--- src/rtl/hh_fixed_pkg.sv ---
// Shared Q8.8 fixed-point definitions for the Hodgkin-Huxley datapath blocks.
package hh_fixed_pkg;

  localparam int unsigned FRAC_BITS = 8;

  localparam logic signed [15:0] V_REST_DEFAULT   = 16'shBF00;
  localparam logic signed [15:0] V_THRESH_DEFAULT = 16'sh0000;

  typedef enum logic [2:0] {
    ST_IDLE    = 3'd0,
    ST_COLLECT = 3'd1,
    ST_SUM     = 3'd2,
    ST_MULT    = 3'd3,
    ST_UPDATE  = 3'd4
  } state_e;

  function automatic logic signed [15:0] sat16(input logic signed [34:0] x);
    if (x > 35'sd32767) begin
      return 16'sh7FFF;
    end else if (x < -35'sd32768) begin
      return 16'sh8000;
    end else begin
      return x[15:0];
    end
  endfunction

endpackage

--- src/rtl/spike_detector.sv ---
// Upward threshold-crossing detector with a saturating spike counter.
module spike_detector
  import hh_fixed_pkg::*;
#(
  parameter logic signed [15:0] V_THRESH = V_THRESH_DEFAULT,
  parameter int                 COUNT_W  = 16
) (
  input  logic                      clk,
  input  logic                      rst,
  input  logic                      upd_i,
  input  logic signed [15:0]        v_prev_i,
  input  logic signed [15:0]        v_new_i,
  output logic                      spike_o,
  output logic [COUNT_W-1:0]        count_o
);

  logic               cross_s;
  logic               spike_q;
  logic [COUNT_W-1:0] count_q;
  logic [COUNT_W-1:0] count_d;

  assign cross_s = upd_i && (v_prev_i < V_THRESH) && (v_new_i >= V_THRESH);

  always_comb begin
    count_d = count_q;
    if (cross_s && (count_q != {COUNT_W{1'b1}})) begin
      count_d = count_q + {{(COUNT_W-1){1'b0}}, 1'b1};
    end else begin
      count_d = count_q;
    end
  end

  always_ff @(posedge clk) begin
    if (rst) begin
      spike_q <= 1'b0;
      count_q <= {COUNT_W{1'b0}};
    end else begin
      spike_q <= cross_s;
      count_q <= count_d;
    end
  end

  assign spike_o = spike_q;
  assign count_o = count_q;

endmodule

--- src/rtl/membrane_integrator.sv ---
// Forward-Euler membrane potential integrator: collects the ionic currents,
// then sums, multiplies by dt and updates V with saturation and spike detection.
module membrane_integrator
  import hh_fixed_pkg::*;
#(
  parameter logic signed [15:0] V_REST   = V_REST_DEFAULT,
  parameter logic signed [15:0] V_THRESH = V_THRESH_DEFAULT,
  parameter int                 TIMEOUT  = 255,
  parameter int                 COUNT_W  = 16
) (
  input  logic                clk,
  input  logic                rst,
  input  logic                step_start,
  input  logic signed [15:0]  dt,
  input  logic signed [15:0]  i_ext,
  input  logic signed [15:0]  i_na,
  input  logic                i_na_valid,
  input  logic signed [15:0]  i_k,
  input  logic                i_k_valid,
  input  logic signed [15:0]  i_leak,
  input  logic                i_leak_valid,
  output logic signed [15:0]  v_out,
  output logic                v_valid,
  output logic                busy,
  output logic                spike,
  output logic [COUNT_W-1:0]  spike_count,
  output logic                sat,
  output logic                timeout
);

  localparam int TCNT_W = $clog2(TIMEOUT + 1);

  state_e              state_q, state_d;
  logic signed [15:0]  dt_q, dt_d, iext_q, iext_d;
  logic signed [15:0]  ina_q, ina_d, ik_q, ik_d, ileak_q, ileak_d;
  logic                got_na_q, got_na_d, got_k_q, got_k_d, got_leak_q, got_leak_d;
  logic [TCNT_W-1:0]   tcnt_q, tcnt_d;
  logic signed [17:0]  sum_q, sum_d;
  logic signed [33:0]  prod_q, prod_d;
  logic signed [15:0]  v_q, v_d;
  logic                v_valid_q, v_valid_d, timeout_q, timeout_d, sat_q, sat_d;

  logic                all_s;
  logic signed [33:0]  dv_s;
  logic signed [34:0]  v_wide_s;
  logic signed [15:0]  v_new_s;
  logic                clip_s;

  assign all_s = (got_na_q | i_na_valid) & (got_k_q | i_k_valid) & (got_leak_q | i_leak_valid);

  // Arithmetic shift floors toward -inf; 35-bit sum keeps the clamp exact.
  assign dv_s     = prod_q >>> FRAC_BITS;
  assign v_wide_s = 35'(v_q) + 35'(dv_s);
  assign v_new_s  = sat16(v_wide_s);
  assign clip_s   = (v_wide_s != 35'(v_new_s));

  always_comb begin
    state_d    = state_q;
    dt_d       = dt_q;
    iext_d     = iext_q;
    ina_d      = ina_q;
    ik_d       = ik_q;
    ileak_d    = ileak_q;
    got_na_d   = got_na_q;
    got_k_d    = got_k_q;
    got_leak_d = got_leak_q;
    tcnt_d     = tcnt_q;
    sum_d      = sum_q;
    prod_d     = prod_q;
    v_d        = v_q;
    sat_d      = sat_q;
    v_valid_d  = 1'b0;
    timeout_d  = 1'b0;
    case (state_q)
      ST_IDLE: begin
        if (step_start) begin
          dt_d       = dt;
          iext_d     = i_ext;
          got_na_d   = 1'b0;
          got_k_d    = 1'b0;
          got_leak_d = 1'b0;
          tcnt_d     = {TCNT_W{1'b0}};
          state_d    = ST_COLLECT;
        end else begin
          state_d = ST_IDLE;
        end
      end
      ST_COLLECT: begin
        if (i_na_valid) begin
          ina_d    = i_na;
          got_na_d = 1'b1;
        end else begin
          ina_d = ina_q;
        end
        if (i_k_valid) begin
          ik_d    = i_k;
          got_k_d = 1'b1;
        end else begin
          ik_d = ik_q;
        end
        if (i_leak_valid) begin
          ileak_d    = i_leak;
          got_leak_d = 1'b1;
        end else begin
          ileak_d = ileak_q;
        end
        tcnt_d = tcnt_q + {{(TCNT_W-1){1'b0}}, 1'b1};
        // Completion wins over an expiring timeout in the same cycle.
        if (all_s) begin
          state_d = ST_SUM;
        end else if (tcnt_q == TCNT_W'(TIMEOUT - 1)) begin
          timeout_d = 1'b1;
          state_d   = ST_IDLE;
        end else begin
          state_d = ST_COLLECT;
        end
      end
      ST_SUM: begin
        sum_d   = 18'(iext_q) - 18'(ina_q) - 18'(ik_q) - 18'(ileak_q);
        state_d = ST_MULT;
      end
      ST_MULT: begin
        prod_d  = 34'(dt_q) * 34'(sum_q);
        state_d = ST_UPDATE;
      end
      ST_UPDATE: begin
        v_d       = v_new_s;
        v_valid_d = 1'b1;
        if (clip_s) begin
          sat_d = 1'b1;
        end else begin
          sat_d = sat_q;
        end
        state_d = ST_IDLE;
      end
      default: begin
        state_d = ST_IDLE;
      end
    endcase
  end

  always_ff @(posedge clk) begin
    if (rst) begin
      state_q    <= ST_IDLE;
      dt_q       <= 16'sh0000;
      iext_q     <= 16'sh0000;
      ina_q      <= 16'sh0000;
      ik_q       <= 16'sh0000;
      ileak_q    <= 16'sh0000;
      got_na_q   <= 1'b0;
      got_k_q    <= 1'b0;
      got_leak_q <= 1'b0;
      tcnt_q     <= {TCNT_W{1'b0}};
      sum_q      <= 18'sh00000;
      prod_q     <= 34'sh0;
      v_q        <= V_REST;
      sat_q      <= 1'b0;
      v_valid_q  <= 1'b0;
      timeout_q  <= 1'b0;
    end else begin
      state_q    <= state_d;
      dt_q       <= dt_d;
      iext_q     <= iext_d;
      ina_q      <= ina_d;
      ik_q       <= ik_d;
      ileak_q    <= ileak_d;
      got_na_q   <= got_na_d;
      got_k_q    <= got_k_d;
      got_leak_q <= got_leak_d;
      tcnt_q     <= tcnt_d;
      sum_q      <= sum_d;
      prod_q     <= prod_d;
      v_q        <= v_d;
      sat_q      <= sat_d;
      v_valid_q  <= v_valid_d;
      timeout_q  <= timeout_d;
    end
  end

  spike_detector #(
    .V_THRESH (V_THRESH),
    .COUNT_W  (COUNT_W)
  ) u_spike (
    .clk      (clk),
    .rst      (rst),
    .upd_i    (state_q == ST_UPDATE),
    .v_prev_i (v_q),
    .v_new_i  (v_new_s),
    .spike_o  (spike),
    .count_o  (spike_count)
  );

  assign v_out   = v_q;
  assign v_valid = v_valid_q;
  assign busy    = (state_q != ST_IDLE);
  assign sat     = sat_q;
  assign timeout = timeout_q;

endmodule

--- config.mk ---
export PLATFORM = sky130hd
export DESIGN_NAME = membrane_integrator
export DESIGN_NICKNAME = d
export VERILOG_FILES = /design/src/rtl/hh_fixed_pkg.sv /design/src/rtl/spike_detector.sv /design/src/rtl/membrane_integrator.sv
export SDC_FILE = /design/constraint.sdc
export NUM_CORES = 1
export LEC_CHECK = 0
export CAP_MARGIN = 20
export CORE_MARGIN = 1.5
export CORE_UTILIZATION = 29
export CTS_BUF_LIST = sky130_fd_sc_hd__clkbuf_4
export DETAILED_ROUTE_END_ITERATION = 12
export DONT_BUFFER_PORTS = 1
export GPL_TIMING_DRIVEN = 0
export PLACE_DENSITY = 0.43
export SETUP_SLACK_MARGIN = 0.05
export SLEW_MARGIN = 25
export SYNTH_ARGS = -nofsm -noshare
export SYNTH_HDL_FRONTEND = slang
export SYNTH_SLANG_ARGS = --single-unit
--- constraint.sdc ---
create_clock -name clk -period 9.15 [get_ports clk]
set_input_delay 0.915 -clock clk [delete_from_list [all_inputs] [get_ports clk]]
set_output_delay 0.915 -clock clk [all_outputs]
set_load 0.01 [all_outputs]
==> run_summary.xml <==
<?xml version="1.0" encoding="UTF-8"?>
<metrics>
  <group name="layout">
    <metric name="area_overhead_of_the_layout_relative_to_synthesis" unit="%">7.20</metric>
    <metric name="layout_cells_sized_above_1" unit="">0.0217</metric>
    <metric name="fill_cells" unit="">7217</metric>
    <metric name="final_net_count" unit="">2878</metric>
  </group>
  <group name="clocking">
    <metric name="numClockSinks" unit="">174</metric>
    <metric name="max-clock-path-buffers" unit="">2</metric>
    <metric name="cts_hold_buf" unit="">0</metric>
    <metric name="cts_tree" unit="">yes</metric>
    <metric name="htreeDepth" unit="">4</metric>
    <metric name="cts.repair.resized" unit="">0</metric>
    <metric name="worst_setup_hold_path_clk_slew" unit="ps">200</metric>
    <metric name="clockRootBuffer" unit="">sky130_fd_sc_hd__clkbuf_4</metric>
    <metric name="postCtsSetupBuffers" unit="">0</metric>
    <metric name="numCtsBuffers" unit="">17</metric>
    <metric name="clk-insertion-delay-late" unit="ps">670</metric>
  </group>
  <group name="routing">
    <metric name="detail_route.first_pass.iterations" unit="">5</metric>
    <metric name="wl_per_cell" unit="um">18.2</metric>
    <metric name="first_iter_violations" unit="">587</metric>
    <metric name="drcViolationCount" unit="">0</metric>
    <metric name="ant_nets" unit="">0</metric>
    <metric name="dr_vias" unit="">15200</metric>
    <metric name="finalWirelength" unit="mm">58.7</metric>
    <metric name="route.detailed.vias_per_inst" unit="">4.72</metric>
  </group>
  <group name="global_routing">
    <metric name="largest_net_degree_at_the_start_of_global_routing" unit="">22</metric>
    <metric name="vias_in_the_first_global_route" unit="">16100</metric>
    <metric name="track_usage" unit="">0.172</metric>
    <metric name="grt-ovfl-total" unit="">0</metric>
    <metric name="grt_antenna_before_repair" unit="">8</metric>
    <metric name="grt_first_pass_wirelength" unit="mm">92.0</metric>
  </group>
  <group name="timing">
    <metric name="fmaxAchievable" unit="MHz">123</metric>
    <metric name="final_hold_viol_count" unit="">0</metric>
    <metric name="postLayoutSetupSlackWorst" unit="ps">1050</metric>
    <metric name="report.final.slew_viol_count" unit="">0</metric>
    <metric name="layout_min_cycle_time" unit="ps">8100</metric>
    <metric name="finalSetupViolations" unit="">0</metric>
    <metric name="clock-skew-final" unit="ps">39.9</metric>
    <metric name="timing_worst_slew_pin_value" unit="ps">1010</metric>
    <metric name="rsz0062_at_grt" unit="">no</metric>
    <metric name="period_share" unit="">0.885</metric>
    <metric name="finalSetupTns" unit="ps">0</metric>
    <metric name="worst_slew_margin_rel" unit="">0.324</metric>
  </group>
  <group name="synth">
    <metric name="synth_top_family_by_area" unit="">adder cells</metric>
    <metric name="share_of_the_synthesized_netlist_area_taken_by_xor_and_xnor_gates" unit="">0.0336</metric>
    <metric name="post_synth_adder_cell_area" unit="">0.408</metric>
    <metric name="synth-compound-area-share" unit="">0.104</metric>
    <metric name="synth-async-reset-ratio" unit="">0</metric>
    <metric name="ys.flop_type" unit="">sky130_fd_sc_hd__dfxtp_1</metric>
    <metric name="simple_gate_portion_of_the_synthesized_area" unit="">0.178</metric>
    <metric name="synthesis.area_per_instance" unit="um^2">8.55</metric>
    <metric name="syn-num-nets" unit="">2859</metric>
    <metric name="netlist_area" unit="mm^2">0.0198</metric>
    <metric name="ys_ff_latch" unit="">174</metric>
    <metric name="synth_cell_type_count" unit="">64</metric>
    <metric name="synth-edff-count" unit="">0</metric>
    <metric name="yosysSeqAreaShare" unit="">0.176</metric>
    <metric name="synthMuxAreaShare" unit="">0.00353</metric>
    <metric name="synthCells" unit="">2320</metric>
    <metric name="ys.warnings.count" unit="">0</metric>
  </group>
  <group name="floorplanning">
    <metric name="fp.coreArea" unit="mm^2">0.0674</metric>
    <metric name="ioPinCount" unit="">123</metric>
    <metric name="die_x" unit="um">264</metric>
    <metric name="chipHeight" unit="um">264</metric>
    <metric name="num_rows" unit="">95</metric>
    <metric name="effective_utilization_at_floorplan" unit="">0.294</metric>
    <metric name="floorplan.die_area" unit="mm^2">0.0699</metric>
  </group>
  <group name="status">
    <metric name="outcome" unit="">finished clean</metric>
  </group>
  <group name="power_and_ir_drop">
    <metric name="relative_contribution_of_the_clock_network_to_total_power" unit="">0.264</metric>
    <metric name="power_per_cell_area" unit="mW/mm^2">90.1</metric>
    <metric name="share_of_total_power_consumed_by_net_switching" unit="">0.399</metric>
    <metric name="combinationalPowerShare" unit="">0.311</metric>
    <metric name="pwr-share-seq" unit="">0.425</metric>
    <metric name="worst_ir_drop_vdd" unit="mV">0.0922</metric>
    <metric name="power_leakage" unit="nW">9.44</metric>
    <metric name="cell_internal_power" unit="mW">1.15</metric>
    <metric name="p_sw" unit="uW">765</metric>
  </group>
  <group name="flow_run">
    <metric name="maxCapViolations" unit="">0</metric>
  </group>
  <group name="place">
    <metric name="hpwlAfterDp" unit="mm">49.7</metric>
    <metric name="place_ws" unit="ps">1050</metric>
    <metric name="portBuffers" unit="">0</metric>
    <metric name="routabilityCongestion" unit="">0.837</metric>
  </group>
  <group name="hold_path">
    <metric name="timing.hold.worst.start" unit="">i_k[10]</metric>
    <metric name="timing.hold.worst_endpoint" unit="">ik_q[10]$_SDFFE_PP0P_</metric>
    <metric name="worst_hold_path.num_cells" unit="">2</metric>
    <metric name="min_path_type" unit="">in2reg</metric>
  </group>
  <group name="worst_setup_path">
    <metric name="critical_path_arrival" unit="ps">8660</metric>
    <metric name="worst-path-max-fanout" unit="">10</metric>
    <metric name="criticalPathCategory" unit="">reg2reg</metric>
    <metric name="critical_path.reg2reg.startpoint" unit="">dt_q[8]$_SDFFE_PP0P_</metric>
    <metric name="regToRegSetupSlack" unit="ps">1050</metric>
    <metric name="critPathRequiredTime" unit="ps">9710</metric>
    <metric name="timing.critical_path.from_type" unit="">flip-flop</metric>
    <metric name="reg2reg_depth" unit="">25</metric>
    <metric name="crit_path_end_kind" unit="">flip-flop</metric>
    <metric name="timing.rr.end" unit="">prod_q[33]$_SDFFE_PP0P_</metric>
  </group>
</metrics>
## Yosys cell counts, types with 4 or more instances
library cell               instances  share of area
sky130_fd_sc_hd__fa_1            323           0.33
sky130_fd_sc_hd__mux2i_1           7         0.0035
sky130_fd_sc_hd__nand3b_1         10         0.0038
sky130_fd_sc_hd__o21bai_1          8         0.0030
sky130_fd_sc_hd__nand3_1          25         0.0063
sky130_fd_sc_hd__clkbuf_1         99          0.019
sky130_fd_sc_hd__o21a_1            8         0.0030
sky130_fd_sc_hd__or3_1            12         0.0038
sky130_fd_sc_hd__a31oi_1          10         0.0032
sky130_fd_sc_hd__xnor2_1          56          0.025
sky130_fd_sc_hd__inv_1           408          0.077
sky130_fd_sc_hd__a311oi_1          4         0.0018
sky130_fd_sc_hd__a21o_1           26         0.0098
sky130_fd_sc_hd__o211ai_1         11         0.0042
sky130_fd_sc_hd__a21oi_1         168          0.042
sky130_fd_sc_hd__a211oi_1          9         0.0034
sky130_fd_sc_hd__and2_1          130          0.041
sky130_fd_sc_hd__o311ai_1          4         0.0018
sky130_fd_sc_hd__buf_1             5        0.00095
sky130_fd_sc_hd__nor3_1           23         0.0058
sky130_fd_sc_hd__dfxtp_1         174           0.18
sky130_fd_sc_hd__xor2_1           20         0.0088
sky130_fd_sc_hd__nand4_1          10         0.0032
sky130_fd_sc_hd__nor2_1           86          0.016
sky130_fd_sc_hd__nor4_1            6         0.0019
sky130_fd_sc_hd__and3_1            9         0.0028
sky130_fd_sc_hd__o21ai_1           9         0.0023
sky130_fd_sc_hd__nor2b_1           7         0.0022
sky130_fd_sc_hd__o21ai_0          30         0.0076
sky130_fd_sc_hd__nand2b_1         10         0.0032
sky130_fd_sc_hd__nand2_1         425          0.080
sky130_fd_sc_hd__a211oi_2          8         0.0050
sky130_fd_sc_hd__ha_1            130          0.082
## metal layers
metal / vias up / global-route usage / part of all wire
li1: 7277 / - / -
met1: 7644 / 0.225 / 0.45
met2: 274 / 0.299 / 0.49
met3: 38 / 0.0355 / 0.050
met4: 12 / 0.0230 / 0.0096
met5: - / 0 / 0.0013
## worst max path at each step
stage                                 startpoint                 endpoint  slack [ps]  depth (start not counted)
after floorplan           sum_q[17]$_SDFFE_PP0N_  prod_q[33]$_SDFFE_PP0P_        2470                         23
after global placement      dt_q[7]$_SDFFE_PP0P_  prod_q[33]$_SDFFE_PP0P_        1140                         25
after detailed placement    dt_q[7]$_SDFFE_PP0P_  prod_q[33]$_SDFFE_PP0P_        1050                         25
after CTS                   dt_q[7]$_SDFFE_PP0P_  prod_q[33]$_SDFFE_PP0P_         930                         25
after global routing        dt_q[7]$_SDFFE_PP0P_  prod_q[33]$_SDFFE_PP0P_         570                         25
final                       dt_q[8]$_SDFFE_PP0P_  prod_q[33]$_SDFFE_PP0P_        1050                         25
## critical path, stage by stage, from the launching register on
cell                        delay [ps]
sky130_fd_sc_hd__dfxtp_1           350
sky130_fd_sc_hd__clkbuf_1          560
sky130_fd_sc_hd__buf_1             690
sky130_fd_sc_hd__nand2_1           170
sky130_fd_sc_hd__fa_1              540
sky130_fd_sc_hd__inv_1              60
sky130_fd_sc_hd__fa_1              390
sky130_fd_sc_hd__inv_1              70
sky130_fd_sc_hd__fa_1              400
sky130_fd_sc_hd__inv_1              90
sky130_fd_sc_hd__fa_1              420
sky130_fd_sc_hd__fa_1              490
sky130_fd_sc_hd__inv_1              60
sky130_fd_sc_hd__fa_1              520
sky130_fd_sc_hd__inv_1              50
sky130_fd_sc_hd__ha_1              350
sky130_fd_sc_hd__nand4_1           150
sky130_fd_sc_hd__nor2_1             60
sky130_fd_sc_hd__a2111oi_0         590
sky130_fd_sc_hd__o211ai_1          430
sky130_fd_sc_hd__a211oi_1          510
sky130_fd_sc_hd__o311ai_1          260
sky130_fd_sc_hd__nor2_1            140
sky130_fd_sc_hd__nor2_1             50
sky130_fd_sc_hd__or3_1             350
sky130_fd_sc_hd__a311oi_1          250
## cells in the final DEF, fill, tap and decap left out, drive strengths merged, types with 23 or more instances in the layout
cell type,n
a21o,26
fa,323
clkbuf,116
nor3,23
and2,130
nand3,25
inv,417
xnor2,56
dfxtp,174
ha,130
a21oi,169
o21ai,39
nand2,425
nor2,87
## stage by stage
stage / instances / hold slack [ps] / utilization / power (mW) / area (um^2)
after global placement: 3193 / 444 / 0.310 / 1.44 / 20900
after detailed placement: 3193 / 446 / 0.310 / 1.44 / 20900
final: 3229 / 347 / 0.315 / 1.92 / 21300
after global routing: 3226 / 267 / 0.315 / 2.04 / 21200
after CTS: 3225 / 265 / 0.315 / 1.96 / 21200
after floorplan: 2320 / 436 / - / 1.25 / 19800
## power groups by stage
stage                     clock, mW  sequential (mW)  combinational (mW)
after floorplan                   0            0.815               0.436
after global placement            0            0.831               0.604
after detailed placement          0            0.831               0.606
after CTS                     0.531            0.816               0.609
after global routing          0.554            0.820               0.670
final                         0.505            0.815               0.596
## cells by family (layout without fill, tap and decap cells)
| family | count (synthesis) | in the layout |
|---|---|---|
| AO/OA/AOI/OAI | 329 | 329 |
| XOR/XNOR | 76 | 76 |
| flip-flops | 174 | 174 |
| buffers and inverters | 513 | 545 |
| other | 0 | 4 |
| adder cells (fa/ha/maj) | 453 | 453 |
| AND/OR/NAND/NOR | 768 | 768 |
| multiplexers | 7 | 7 |
## cell type report
cell class,count,area (um^2),share of cell area
Clock inverter,15,198,0.00930
Inverter,408,1530,0.0721
Clock buffer,17,128,0.00600
Multi-Input combinational cell,1633,14400,0.678
Sequential cell,174,3480,0.164
Buffer,105,398,0.0187
Tap cell,873,1090,0.0514
Antenna cell,4,10.0,0.000471
## registers in the layout, indices dropped and copies added, names as in the netlist
| name | cells |
|---|---|
| sat | 1 |
| u_spike.spike_o | 1 |
| v_out | 16 |
| got_k_q | 1 |
| got_na_q | 1 |
| sum_q | 18 |
| state_q | 3 |
| ik_q | 16 |
| prod_q | 26 |
| u_spike.count_o | 16 |
| v_valid | 1 |
| timeout | 1 |
| tcnt_q | 8 |
| got_leak_q | 1 |
| iext_q | 16 |
| dt_q | 16 |
| ileak_q | 16 |
| ina_q | 16 |
(Power assumes the default switching activity.)
==> patch, RTL diff (config.mk and constraints unchanged) <==
`TIMEOUT`: 255 -> 510.
--- a/src/rtl/membrane_integrator.sv
+++ b/src/rtl/membrane_integrator.sv
@@ -5,7 +5,7 @@
 #(
   parameter logic signed [15:0] V_REST   = V_REST_DEFAULT,
   parameter logic signed [15:0] V_THRESH = V_THRESH_DEFAULT,
-  parameter int                 TIMEOUT  = 255,
+  parameter int                 TIMEOUT  = 510,
   parameter int                 COUNT_W  = 16
 ) (
   input  logic                clk,
Function: same outputs for any inputs over 4 cycles, from zero or initial values and one cycle with rst high; that may be too few to reach the edited logic, so the function may still have changed.
==> patch against the original RTL <==
- area after synthesis down 0.27%
- synthesized cell count down 1.2%
- wire length down 0.76%
- total power down 0.45%
- largest power group unchanged
- design area down 0.28%
- worst setup slack better by 400 ps
- sequential cell count up 1
- hold slack better by 6.7 ps
- highest routed layer unchanged
- critical path type unchanged
- maximum frequency up 5.1%
==> patch: results (changes against the original RTL) <==
| Metric | Value |
|---|---|
| Detail Placement HPWL | `49,100 um (-1.2%)` |
| Number of global-route vias before repair | `16,300 (+1.2%)` |
| Cells after synthesis | `2,293 (-1.2%)` |
| Number of library cell types mapped by synthesis | `70 (+9.4%)` |
| Worst hold start | `dt[14]` |
| Worst path slowest cell | `clkbuf_1` |
| First-pass GRT wire length | `92,000 um (about the same)` |
| Overall global routing resource usage | `0.172 (about the same)` |
| Largest net degree at the start of global routing | `21 (-4.5%)` |
| Maximum vdd drop | `0.0000712 V (-23%)` |
| Wire per inst | `18.2 um (about the same)` |
| Hold slack | `354 ps (+6.71 ps)` |
| Synth area leaders | `fa_1, dfxtp_1, ha_1` |
| Worst Path Arrival | `8250 ps (-410 ps)` |
| Pre-CTS setup slack | `1510 ps (+458 ps)` |
| Hold path endpoint | `dt_q[14]` |
| RD Place Congestion | `0.850 (+1.6%)` |
| Synth top cells by count | `nand2_1, inv_1, fa_1, dfxtp_1, a21oi_1` |
| Worst-margin pin slew | `1120 ps (+101 ps)` |
| Clk_skew | `39.7 ps (-0.151 ps)` |
| Leakage power | `9.66 nW (+2.4%)` |
| R2R Path End | `prod_q[29]` |
| Status | `completed` |
| Non-Filler Instances | `3,202 (-0.84%)` |
| Vias/cell | `4.74 (+0.33%)` |
| Mapped Nets | `2,832 (-0.94%)` |
## patch: changes by cell type in the layout (fill, tap and decap cells not counted), moves of 5 or more
cell and delta:
clkbuf_1 -16, nand2_1 -16, inv_1 -12, and2_1 +9, xnor2_1 -8, a211oi_2 -7
nand3_1 +7, o21ai_0 +7, o21ai_1 -7, and3_1 +5, nand3b_1 -5, nor2_1 -5
or3_1 -5
## patch: area by class of cell
| class | count | area (um^2) |
|---|---|---|
| fill | 7208 | 46100 |
| multi-input combinational | 1627 | 14400 |
| sequential | 175 | 3500 |
| inverter | 396 | 1490 |
| tap | 873 | 1090 |
| buffer | 95 | 384 |
| clock inverter | 15 | 185 |
| clock buffer | 17 | 128 |
| antenna | 4 | 10.0 |
## patch: logic make-up (layout without fill, tap and decap cells)
kind of cell,count (synthesis),after routing,share of synthesized area
multiplexers,3,3,0.00152
XOR/XNOR,72,72,0.0319
adder cells (fa/ha/maj),453,453,0.409
flip-flops,175,175,0.177
AO/OA/AOI/OAI,334,334,0.106
AND/OR/NAND/NOR,765,765,0.180
other,0,4,0
buffers and inverters,491,523,0.0946
## patch: where the power goes
group          switching (mW)  leakage, nW  internal, mW  total [mW]
sequential             0.0335         1.42         0.788       0.822
clock                   0.357        0.162         0.132       0.489
combinational           0.371         8.08         0.226       0.596
## patch: worst max-delay path by stage
| stage | cells after the start | slack [ps] | end |
|---|---|---|---|
| after floorplan | 23 | 2740 | prod_q[29] |
| after global placement | 22 | 1560 | prod_q[29] |
| after CTS | 23 | 1460 | prod_q[29] |
| after detailed placement | 22 | 1510 | prod_q[29] |
| after global routing | 23 | 1090 | prod_q[28] |
| final | 22 | 1450 | prod_q[29] |
## patch: per-layer routing
metal	track usage	wire (um)
met5	0	17
met4	0.0416	1250
met3	0.0330	2560
met2	0.302	28900
met1	0.216	25600
